--- src/rtl/run_halt_pkg.sv ---
// Shared state encoding for the run/halt controller family.
// Values match the legacy state_machine so cs stays compatible.
package run_halt_pkg;

    localparam logic [1:0] S_IDLE = 2'd0;
    localparam logic [1:0] S_RUN  = 2'd1;
    localparam logic [1:0] S_HALT = 2'd2;
    localparam logic [1:0] S_DONE = 2'd3;

    typedef enum logic [1:0] {
        ST_IDLE = S_IDLE,
        ST_RUN  = S_RUN,
        ST_HALT = S_HALT,
        ST_DONE = S_DONE
    } state_t;

endpackage

--- src/rtl/run_cnt.sv ---
// Work-cycle counter with synchronous clear and a look-ahead hit flag
// that rises when the next increment would reach the job limit.
module run_cnt #(
    parameter int CNT_W = 8
) (
    input  logic             clk,
    input  logic             reset,
    input  logic             clr,
    input  logic             inc,
    input  logic [CNT_W-1:0] lim,
    output logic [CNT_W-1:0] count,
    output logic             hit
);

    logic [CNT_W-1:0] count_q;
    logic [CNT_W-1:0] count_d;
    logic [CNT_W:0]   count_inc;

    // One extra bit so the compare never aliases at the top of the range.
    assign count_inc = {1'b0, count_q} + {{CNT_W{1'b0}}, 1'b1};
    assign hit       = (count_inc == {1'b0, lim});
    assign count     = count_q;

    always_comb begin
        count_d = count_q;
        if (clr) begin
            count_d = '0;
        end else if (inc) begin
            count_d = count_inc[CNT_W-1:0];
        end
    end

    always_ff @(posedge clk or posedge reset) begin
        if (reset) begin
            count_q <= '0;
        end else begin
            count_q <= count_d;
        end
    end

endmodule

--- src/rtl/run_halt_seq.sv ---
// Run/halt job sequencer: runs a bounded number of work cycles, pauses on
// halt, single-steps while paused and pulses done on completion.
module run_halt_seq
    import run_halt_pkg::*;
#(
    parameter int CNT_W = 8
) (
    input  logic             clk,
    input  logic             reset,
    input  logic             run,
    input  logic             halt,
    input  logic             step,
    input  logic [CNT_W-1:0] limit,
    output logic [1:0]       cs,
    output logic [CNT_W-1:0] count,
    output logic             done,
    output logic             busy
);

    state_t           state_q, state_d;
    logic [CNT_W-1:0] lim_q, lim_d;
    logic             done_q, done_d;
    logic             clr, inc, hit;

    run_cnt #(.CNT_W(CNT_W)) u_cnt (
        .clk   (clk),
        .reset (reset),
        .clr   (clr),
        .inc   (inc),
        .lim   (lim_q),
        .count (count),
        .hit   (hit)
    );

    always_comb begin
        state_d = state_q;
        lim_d   = lim_q;
        clr     = 1'b0;
        inc     = 1'b0;
        case (state_q)
            ST_IDLE: begin
                if (run && !halt) begin
                    lim_d   = limit;
                    clr     = 1'b1;
                    state_d = (limit != '0) ? ST_RUN : ST_DONE;
                end
            end
            ST_RUN: begin
                if (halt) begin
                    state_d = ST_HALT;
                end else begin
                    inc = 1'b1;
                    if (hit) state_d = ST_DONE;
                end
            end
            ST_HALT: begin
                if (!halt) begin
                    if (run) begin
                        state_d = ST_RUN;
                    end else if (step) begin
                        inc = 1'b1;
                        if (hit) state_d = ST_DONE;
                    end
                end
            end
            ST_DONE: begin
                // A held run must not restart a finished job.
                if (!run) state_d = ST_IDLE;
            end
            default: state_d = ST_IDLE;
        endcase
        done_d = (state_d == ST_DONE) && (state_q != ST_DONE);
    end

    always_ff @(posedge clk or posedge reset) begin
        if (reset) begin
            state_q <= ST_IDLE;
            lim_q   <= '0;
            done_q  <= 1'b0;
        end else begin
            state_q <= state_d;
            lim_q   <= lim_d;
            done_q  <= done_d;
        end
    end

    assign cs   = state_q;
    assign done = done_q;
    assign busy = (state_q == ST_RUN) || (state_q == ST_HALT);

endmodule

--- config.mk ---
export PLATFORM = sky130hd
export DESIGN_NAME = run_halt_seq
export DESIGN_NICKNAME = d
export VERILOG_FILES = /design/src/rtl/run_halt_pkg.sv /design/src/rtl/run_cnt.sv /design/src/rtl/run_halt_seq.sv
export SDC_FILE = /design/constraint.sdc
export NUM_CORES = 1
export LEC_CHECK = 0
export BUFFER_PORTS_ARGS = -buffer_cell sky130_fd_sc_hd__clkbuf_2
export CORE_UTILIZATION = 54
export CTS_CLUSTER_SIZE = 10
export DETAILED_ROUTE_END_ITERATION = 7
export GPL_ROUTABILITY_DRIVEN = 0
export HOLD_SLACK_MARGIN = 0.03
export MAX_ROUTING_LAYER = met4
export PLACE_DENSITY = 0.78
export SYNTH_ARGS = -nofsm -noshare
export SYNTH_HDL_FRONTEND = slang
export SYNTH_HIERARCHICAL = 1
export SYNTH_SLANG_ARGS = --single-unit
--- constraint.sdc ---
create_clock -name clk -period 3.2 [get_ports clk]
set_clock_uncertainty 0.2 [all_clocks]
set_input_delay 0.32 -clock clk [delete_from_list [all_inputs] [get_ports clk]]
set_output_delay 0.32 -clock clk [all_outputs]
set_load 0.01 [all_outputs]
==> impl_metrics.py <==
metrics = {
    "die": {
        "die-area_um2": 2540,
        "fp.dieW_um": 50.40,
        "die_height_um": 50.40,
        "start_util": 0.5718,
        "io_pins": 25,
        "core_area_um2": 2212,
        "fp-row-count": 17,
    },
    "clock_network": {
        "root_buffer": "clkbuf_4",
        "clockBufferDepth": 2,
        "clkSinkCount": 19,
        "cts_setup_buffers": 0,
        "worstSkewPairLatency_ns": 0.30,
        "cts_buffers": 3,
        "cts_tree": "built",
        "path_clk_slew_ns": 0.11,
        "cts_max_level": 1,
    },
    "yosys": {
        "synth_edf_count": 0,
        "synth_flop_cell": "dfrtp_1",
        "yosysWarnings": 6,
        "ys_seq_area_frac": 0.3759,
        "yosysTopAreaCell": "dfrtp_1",
        "post-synth-top-count-cell": "dfrtp_1",
        "yosys-top-cells-area": "dfrtp_1 38%, ha_1 5.9%, xnor2_1 5.5%",
        "async_flop_share": 1.000,
        "ys_seq_elements": 19,
        "synth.avg_cell_area_um2": 10.20,
        "netlist-cell-type-count": 43,
        "yosysTopAreaCellShare": 0.3759,
        "synth_nets": 143,
        "syn_inst": 124,
        "synth_commonest_cells": "19 x dfrtp_1, 9 x inv_1, 8 x nor2_1, 8 x xnor2_1, 8 x xor2_1",
        "synth_area_um2": 1265,
    },
    "sta": {
        "rsz0062_at_grt": "false",
        "relSlewSlack": 0.7142,
        "hold_violations": 0,
        "tns_ns": 0,
        "hold_slack_ns": 0.04470,
        "setup_viol": 0,
        "timing.final.crit_period_ns": 2.927,
        "worstMarginPinSlew_ns": 0.4283,
        "fmax_mhz": 341.7,
        "report.final.slew_viol_count": 0,
        "fin_crit_sh": 0.9146,
    },
    "finish": {
        "fin_util": 0.6567,
        "drive_gt1_frac": 0.2933,
        "fillers": 188,
        "area_growth_pct": 14.84,
        "final_net_count": 170,
        "diodes": 0,
        "fin_cells": 178,
    },
    "critical_path": {
        "r2r-start": "u_cnt/count[0]",
        "required_ns": 3.25,
        "r2r_cells": 10,
        "crit_type": "register to register",
        "path_max_fanout": 8,
        "crit_arrival_ns": 2.97,
        "cp-end-kind": "register",
        "r2r_end": "done",
        "critPathLaunchType": "register",
        "r2r_setup_slack_ns": 0.27,
    },
    "global_routing": {
        "grt_antenna_before_repair": 0,
        "gr-total-overflow": 0,
        "track_usage": 0.2497,
        "first_global_vias": 1007,
        "grt_max_degree": 12,
        "grt_pass1_wl_mm": 4.560,
    },
    "min_path": {
        "holdPathEnd": "lim_q[1]",
        "hold_depth": 2,
        "hold_path_class": "input port to register",
        "holdCritStartpoint": "limit[1]",
    },
    "power_and_ir_drop": {
        "p_int_mw": 0.6164,
        "pwr-share-comb": 0.483,
        "p_seq_frac": 0.399,
        "p_leak_nw": 0.6950,
        "p_clk_frac": 0.117,
        "p_sw_frac": 0.4194,
        "power_switching_mw": 0.4453,
        "power_density_nw_per_um2": 730.9,
        "worst_ir_drop_vdd_mv": 0.4707,
    },
    "route": {
        "wirelength_mm": 2.709,
        "remaining_drc_errors": 0,
        "met1_length_mm": 1.210,
        "dr_wl_met2_mm": 1.319,
        "vias": 1044,
        "dr.pass1.iters": 4,
        "routed.top_layer": "met4",
        "dr_wl_met3_um": 87,
        "drt_iter0_markers": 16,
        "drt.antenna.violating_nets": 0,
        "via_per_inst": 5.865,
        "post_drt_wl_per_cell_um": 15.22,
    },
    "status": {
        "status": "complete, no violations",
    },
    "place": {
        "place_inst": 173,
        "port_buffers": 24,
        "post-dp-hpwl_mm": 2.083,
    },
    "flow_run": {
        "cap_violations": 0,
    },
}
cell type report:
cell class                 count  area [um2]  share of cell area
timing repair buffer          26       137.6             0.09475
multi-input combinational     92       743.2              0.5116
inverter                       9       33.78             0.02326
tap                           28       35.03             0.02412
clock inverter                 1       5.005            0.003445
clock buffer                   3       22.52             0.01550
sequential                    19       475.5              0.3273
worst max-delay path, cell delays in order, from the launching register on:
cell and delay (ns):
dfrtp_1 0.51, ha_2 0.31, and3_4 0.23, o32ai_1 0.09, a2111oi_2 0.25, o211ai_1 0.19, nor4_4 0.38, a21o_1 0.17
a211oi_1 0.08, o32ai_2 0.27, and3b_1 0.19
placed cells by master, fill, tap and decap left out, types with 2 or more instances in the layout:
cell type | netlist | final
or3_1 | 2 | 2
nand2_1 | 6 | 6
o211ai_1 | 2 | 2
o21ai_0 | 4 | 4
a31oi_1 | 3 | 3
a21oi_1 | 3 | 3
and3_1 | 3 | 3
and4_1 | 2 | 2
mux2_1 | 3 | 3
nor2_1 | 8 | 8
xnor2_1 | 8 | 8
dfrtp_1 | 19 | 19
mux2_2 | 5 | 5
clkbuf_4 | 0 | 3
ha_1 | 6 | 5
xor2_1 | 8 | 8
a211oi_1 | 2 | 2
nor4_1 | 2 | 2
inv_1 | 9 | 9
nand4_1 | 2 | 2
nand3_1 | 3 | 3
nand3b_1 | 2 | 2
clkbuf_2 | 0 | 24
per-layer routing:
| layer | up-vias | global-route usage |
|---|---|---|
| met5 | - | - |
| met4 | 0 | 0.1713 |
| met3 | 8 | 0.03333 |
| met2 | 27 | 0.3844 |
| met1 | 518 | 0.3027 |
| li1 | 491 | - |
what timing repair did:
action                     4_1_cts  5_1_grt
setup endpoints to repair        0        1
resized for setup                0        2
hold endpoints to repair        19        0
hold buffers                     1        0
kinds of logic (layout without fill, tap and decap cells):
family,count (synthesis),in the layout,synth area share
DFF,19,19,0.3759
buffers and inverters,13,39,0.04549
AOI/OAI and AO/OA,23,23,0.1414
xor gates and xnor gates,16,16,0.1108
muxes,9,9,0.07912
adders and majority gates,6,6,0.05935
and+or+nand+nor,38,38,0.1879
state kept, by name, summed over array words and instances (netlist names):
signal       flops
done             1
u_cnt/count      8
lim_q            8
cs               2
worst max-delay path by stage:
stage | from | endpoint | slack [ns] | cells after the start
after global placement | u_cnt/count[0] | done | 0.39 | 10
after floorplan | u_cnt/count[0] | done | 0.46 | 10
after global routing | u_cnt/count[0] | done | 0.07 | 10
final | u_cnt/count[0] | done | 0.27 | 10
after CTS | u_cnt/count[0] | done | 0.18 | 10
after detailed placement | u_cnt/count[0] | done | 0.25 | 10
per-stage QoR:
| stage | setup slack [ns] | power (mW) | cell area (um2) |
|---|---|---|---|
| floorplan | 0.4636 | 0.7778 | 1265 |
| global placement | 0.3891 | 0.8947 | 1404 |
| detailed placement | 0.2483 | 0.9183 | 1404 |
| CTS | 0.1821 | 1.046 | 1441 |
| global route | 0.07010 | 1.134 | 1453 |
| finish | 0.2733 | 1.062 | 1453 |
power by group through the flow:
stage	clock network, mW	registers (mW)	logic (mW)
after floorplan	0	0.409	0.369
after global placement	0	0.416	0.478
after detailed placement	0	0.423	0.496
after CTS	0.128	0.419	0.500
after global routing	0.136	0.433	0.565
final	0.125	0.424	0.513
(Power assumes the default switching activity.)
